[config.mk]
export PLATFORM = sky130hd
export DESIGN_NAME = uart_rx_os
export DESIGN_NICKNAME = d
export VERILOG_FILES = /design/src/rtl/uart_rx_os.sv
export SDC_FILE = /design/constraint.sdc
export NUM_CORES = 1
export LEC_CHECK = 0
export BUFFER_PORTS_ARGS = -buffer_cell sky130_fd_sc_hd__buf_2
export CAP_MARGIN = 30
export CORE_UTILIZATION = 57
export DETAILED_ROUTE_END_ITERATION = 12
export PLACE_DENSITY = 0.81
export SETUP_SLACK_MARGIN = 0.05
export SLEW_MARGIN = 5
export SYNTH_ARGS = -nofsm -noshare
export SYNTH_HDL_FRONTEND = slang
export SYNTH_SLANG_ARGS = --single-unit
[constraint.sdc]
create_clock -name clk -period 2.7 [get_ports clk]
set_input_delay 0.135 -clock clk [delete_from_list [all_inputs] [get_ports clk]]
set_output_delay 0.135 -clock clk [all_outputs]
set_load 0.1 [all_outputs]
[src/rtl/uart_rx_os.sv]
// UART receiver (8 data bits, optional parity). It synchronises the rx line, votes 2-of-3
// around mid-bit, rejects false starts, and hands bytes out on a valid/ready handshake.
module uart_rx_os #(
  parameter int unsigned CLK_FREQ = 100_000_000,
  parameter int unsigned BAUD     = 9600,
  parameter int unsigned PARITY   = 0
) (
  input  logic       clk,
  input  logic       rst_n,
  input  logic       rx_i,
  output logic [7:0] rx_data_o,
  output logic       rx_valid_o,
  input  logic       rx_ready_i,
  output logic       frame_err_o,
  output logic       parity_err_o,
  output logic       overrun_o,
  output logic       busy_o
);

  localparam int unsigned ClksPerBit = CLK_FREQ / BAUD;
  localparam int unsigned Mid        = ClksPerBit / 2;
  localparam int unsigned CntW       = $clog2(ClksPerBit);

  localparam logic [CntW-1:0] CntMax   = CntW'(ClksPerBit - 1);
  localparam logic [CntW-1:0] CntEarly = CntW'(Mid - 1);
  localparam logic [CntW-1:0] CntMid   = CntW'(Mid);
  localparam logic [CntW-1:0] CntLate  = CntW'(Mid + 1);

  typedef enum logic [2:0] {
    StIdle,
    StStart,
    StData,
    StParity,
    StStop
  } state_e;

  state_e          state_q, state_d;
  logic            sync1_q, sync2_q, prev_q;
  logic [1:0]      warm_q;
  logic            armed_q, armed_d;
  logic [CntW-1:0] cnt_q, cnt_d;
  logic [2:0]      bit_idx_q, bit_idx_d;
  logic [7:0]      shift_q, shift_d;
  logic            s_early_q, s_early_d;
  logic            s_mid_q, s_mid_d;
  logic            perr_q, perr_d;
  logic [7:0]      rx_data_q, rx_data_d;
  logic            rx_valid_q, rx_valid_d;
  logic            ferr_q, ferr_d;
  logic            perr_out_q, perr_out_d;
  logic            overrun_q, overrun_d;

  logic fall_edge;
  logic decide;
  logic vote;
  logic exp_par;
  logic stop_dec;
  logic load;

  // Synchroniser flops reset high, so the first two post-reset samples are not real line
  // values; arming waits until the synced line has genuinely been seen high.
  always_ff @(posedge clk or negedge rst_n) begin
    if (!rst_n) begin
      sync1_q <= 1'b1;
      sync2_q <= 1'b1;
      prev_q  <= 1'b1;
      warm_q  <= 2'b00;
      armed_q <= 1'b0;
    end else begin
      sync1_q <= rx_i;
      sync2_q <= sync1_q;
      prev_q  <= sync2_q;
      warm_q  <= {warm_q[0], 1'b1};
      armed_q <= armed_d;
    end
  end

  assign armed_d   = armed_q | (warm_q[1] & sync2_q);
  assign fall_edge = armed_q & prev_q & ~sync2_q;
  assign decide    = (cnt_q == CntLate);
  assign vote      = (s_early_q & s_mid_q) | (s_early_q & sync2_q) | (s_mid_q & sync2_q);
  assign exp_par   = (PARITY == 1) ? ~(^shift_q) : ^shift_q;

  always_ff @(posedge clk or negedge rst_n) begin
    if (!rst_n) begin
      state_q    <= StIdle;
      cnt_q      <= '0;
      bit_idx_q  <= '0;
      shift_q    <= '0;
      s_early_q  <= 1'b1;
      s_mid_q    <= 1'b1;
      perr_q     <= 1'b0;
      rx_data_q  <= '0;
      rx_valid_q <= 1'b0;
      ferr_q     <= 1'b0;
      perr_out_q <= 1'b0;
      overrun_q  <= 1'b0;
    end else begin
      state_q    <= state_d;
      cnt_q      <= cnt_d;
      bit_idx_q  <= bit_idx_d;
      shift_q    <= shift_d;
      s_early_q  <= s_early_d;
      s_mid_q    <= s_mid_d;
      perr_q     <= perr_d;
      rx_data_q  <= rx_data_d;
      rx_valid_q <= rx_valid_d;
      ferr_q     <= ferr_d;
      perr_out_q <= perr_out_d;
      overrun_q  <= overrun_d;
    end
  end

  always_comb begin
    state_d   = state_q;
    cnt_d     = (cnt_q == CntMax) ? '0 : cnt_q + 1'b1;
    bit_idx_d = bit_idx_q;
    shift_d   = shift_q;
    s_early_d = (cnt_q == CntEarly) ? sync2_q : s_early_q;
    s_mid_d   = (cnt_q == CntMid) ? sync2_q : s_mid_q;
    perr_d    = perr_q;
    stop_dec  = 1'b0;

    case (state_q)
      StIdle: begin
        cnt_d = '0;
        if (fall_edge) begin
          state_d = StStart;
        end
      end
      StStart: begin
        if (decide) begin
          if (vote) begin
            state_d = StIdle;
          end else begin
            state_d   = StData;
            bit_idx_d = '0;
            perr_d    = 1'b0;
          end
        end
      end
      StData: begin
        if (decide) begin
          shift_d   = {vote, shift_q[7:1]};
          bit_idx_d = bit_idx_q + 3'd1;
          if (bit_idx_q == 3'd7) begin
            state_d = (PARITY != 0) ? StParity : StStop;
          end
        end
      end
      StParity: begin
        if (decide) begin
          perr_d  = vote ^ exp_par;
          state_d = StStop;
        end
      end
      StStop: begin
        // Return to idle on the decision edge so a start in the late stop half is caught.
        if (decide) begin
          stop_dec = 1'b1;
          state_d  = StIdle;
        end
      end
      default: state_d = StIdle;
    endcase
  end

  assign load = stop_dec & (~rx_valid_q | rx_ready_i);

  always_comb begin
    rx_data_d  = rx_data_q;
    rx_valid_d = rx_valid_q;
    ferr_d     = ferr_q;
    perr_out_d = perr_out_q;
    overrun_d  = 1'b0;
    if (load) begin
      rx_data_d  = shift_q;
      rx_valid_d = 1'b1;
      ferr_d     = ~vote;
      perr_out_d = perr_q;
    end else if (stop_dec) begin
      overrun_d = 1'b1;
    end else if (rx_valid_q && rx_ready_i) begin
      rx_valid_d = 1'b0;
    end
  end

  assign rx_data_o    = rx_data_q;
  assign rx_valid_o   = rx_valid_q;
  assign frame_err_o  = ferr_q;
  assign parity_err_o = perr_out_q;
  assign overrun_o    = overrun_q;
  assign busy_o       = (state_q != StIdle);

endmodule

==> flow_metrics.tcl <==
set metrics [dict create \
    synth_top_flop_cell "dfrtp_1" \
    yosysSeqAreaShare_pct 53.7 \
    pre_cts_ws_ps 296 \
    start_kind "register" \
    power_frac_seq_pct 56.8 \
    drv_slew 0 \
    switching_share_pct 30.3 \
    worstSkewPairLatency_ps 310 \
    power_density_mw_per_mm2 586 \
    yosysWarnings 0 \
    fin_setup_tns_ps 0 \
    ys_ff_latch 49 \
    grtUsageMet3_pct 6.08 \
    fp.coreArea_sq_mm 0.00377 \
    r2r.worst_path.cells 4 \
    io_pins 17 \
    maxCapViolCount 0 \
    wl_per_cell_microns 14.7 \
    cts_resized 0 \
    skew_ps 9.76 \
    cp_num_buf_inv 0 \
    ir_drop_mv 0.371 \
    worst_slack_ps 282 \
    vias 1531 \
    cts_root_buffer "clkbuf_8" \
    total_leakage_power_uw 0.00120 \
    cpPeakStageDelay_ps 590 \
    hold_start "rx_ready_i" \
    cpMostUsedCell "or4_4" \
    hold_depth 3 \
    nets 229 \
    grt_busiest_layer "met2" \
    cts.clk_slew.worst_paths_ps 90 \
    tightest_slew_ps 567 \
    clock_sinks 49 \
    fin_crit_sh_pct 89.6 \
    grt_overflow 0 \
    p_comb_share_pct 14.2 \
    num_rows 22 \
    vias_per_cell 5.69 \
    p_clk_share_pct 29.0 \
    netlist_area_sq_mm 0.00229 \
    grt_pass1_vias 1492 \
    whs_ps 142 \
    grt_use_met1_pct 30.8 \
    synth_edf_count 0 \
    die_h_microns 65.4 \
    timing.fmax_ghz 0.414 \
    dieArea_sq_mm 0.00428 \
    clk_path_buf_depth 2 \
    htreeDepth 2 \
    hpwl_mm 2.81 \
    hold_path.class "input pin to register" \
    critPathSlowestCell "or4_4" \
    netlist_instances 200 \
    p_sw_uw 452 \
    internal_power_uw 1040 \
    cts_tree "done" \
    hold_viol_final 0 \
    area_growth_pct 11.0 \
    antenna_found_initial 0 \
    dp.cells 259 \
    syn_area_per_cell_sq_um 11.5 \
    rsz0062_at_grt "false" \
    track_usage_pct 22.1 \
    ant_nets 0 \
    n_antenna_cell 0 \
    drcViolationCount 0 \
    grt_pass1_wl_mm 7.02 \
    cts_made_buffers 5 \
    fillers 286 \
    drive_gt1_share_pct 24.9 \
    wirelength_mm 3.94 \
    multi_input_area_sq_um 992 \
    fin_cells 269 \
    min_period_ps 2420 \
    finalWeightedCongestion 0.868 \
    start_util_pct 60.8 \
    first_iter_violations 131 \
    hold_end "rx_valid_o" \
    path_class "register to register" \
    timing.rr.start "cnt_q[5]" \
    end_kind "register" \
    firstDrtPassIters 4 \
    cts_setup_buffers 0 \
    io_buffers 16 \
    path_max_fanout 6 \
    critPathArrivalTime_ps 2610 \
    fp.dieW_microns 65.4 \
    max-slew-margin-rel_pct 61.9 \
    use_met2_pct 32.3 \
    ff2ff_setup_slack_ps 280 \
    regArea_sq_mm 0.00123 \
    synthArstFlopShare_pct 100 \
    status "complete, no violations" \
    synth_nets 209 \
    setup_violations 0 \
    r2r_end "shift_q[7]" \
    required_ps 2890 \
    synth.distinct_cells 40 \
    crit_chain "or4_4, or4_4, nor2_1, mux2_2" \
    ctsHoldBuffers 2 \
    path_delay_family "simple AND/OR/NAND/NOR gates" \
    grt_max_degree 28 \
]
## layout make-up
cell class,instances,area share [%]
Multi-Input combinational cell,135,39.0
Clock buffer,5,2.70
Sequential cell,49,48.4
Clock inverter,3,0.885
Tap cell,48,2.36
Inverter,7,1.03
Timing Repair Buffer,22,5.60
## worst max path at each step
stage | start | end | slack, ps | depth (start not counted)
2_1_floorplan | cnt_q[8] | shift_q[0] | 410 | 6
3_3_place_gp | cnt_q[5] | shift_q[3] | 350 | 4
3_5_place_dp | cnt_q[5] | shift_q[3] | 300 | 4
4_1_cts | cnt_q[5] | shift_q[7] | 300 | 4
5_1_grt | cnt_q[5] | shift_q[7] | 180 | 4
6_report | cnt_q[5] | shift_q[7] | 280 | 4
## layer usage
layer  up-vias  share of wire, %
met5         -                 0
met1       747                48
met2        33                46
met3        11               3.8
li1        740                 -
met4         0               2.2
## power groups by stage
stage	sequential (uW)	combinational, uW	clock (uW)
after CTS	847	215	451
after floorplan	815	193	0
after detailed placement	861	211	0
final	848	211	433
after global routing	859	240	480
after global placement	859	194	0
## metrics by stage
step	util (%)	instance area, sq um	power, uW
after floorplan	-	2290	1010
after global placement	64.0	2410	1050
after detailed placement	64.5	2430	1070
after CTS	67.5	2540	1510
after global routing	67.5	2540	1580
final	67.5	2540	1490
## placed cells by master, fill, tap and decap left out, types with 5 or more instances in the layout
| cell | count |
|---|---|
| ha_1 | 5 |
| a21oi_1 | 5 |
| nor2_1 | 21 |
| xor2_1 | 5 |
| clkbuf_8 | 5 |
| mux2_2 | 15 |
| nor4_1 | 5 |
| dfstp_2 | 5 |
| nand3_1 | 6 |
| nand4_1 | 5 |
| buf_2 | 16 |
| inv_1 | 7 |
| nand2_1 | 7 |
| dfrtp_1 | 44 |
| xnor2_1 | 13 |
| o21ai_0 | 7 |
| nor3_1 | 7 |
## registers in the layout, indices dropped and copies added, names as in the netlist, 2 cells and up
register   flops
cnt_q         14
rx_data_o      8
shift_q        8
bit_idx_q      3
state_q        3
warm_q         2
## cell families after synthesis
logic type,synth area share [%]
AOI/OAI and AO/OA,4.96
xor gates and xnor gates,7.86
adders and majority gates,3.16
buffers and inverters,3.00
DFF,53.7
muxes,9.98
other,0.164
and+or+nand+nor,17.1
## tightest hold or removal path, stage by stage
cell and delay [ps]:
buf_2 70, nand2b_1 150, nand2_1 60
## synthesized netlist by cell type (all sizes together), types with 2 or more instances
cell type	count	area share, %
a221oi	2	0.76
a21oi	5	1.1
and2	2	0.55
ha	5	2.7
nand2	7	1.1
nand4b	2	0.76
inv	7	1.1
o21ai	8	1.7
xor2	5	1.9
clkbuf	8	1.4
nand3	6	1.3
a21o	2	0.65
xnor2	13	5.0
or3	3	0.82
nand4	5	1.4
mux2	19	10
dfrtp	44	48
nor2	21	3.4
nor4	5	1.4
or4	5	2.0
nor3	7	1.5
dfstp	5	5.7
Power figures use the tool's default switching activity.
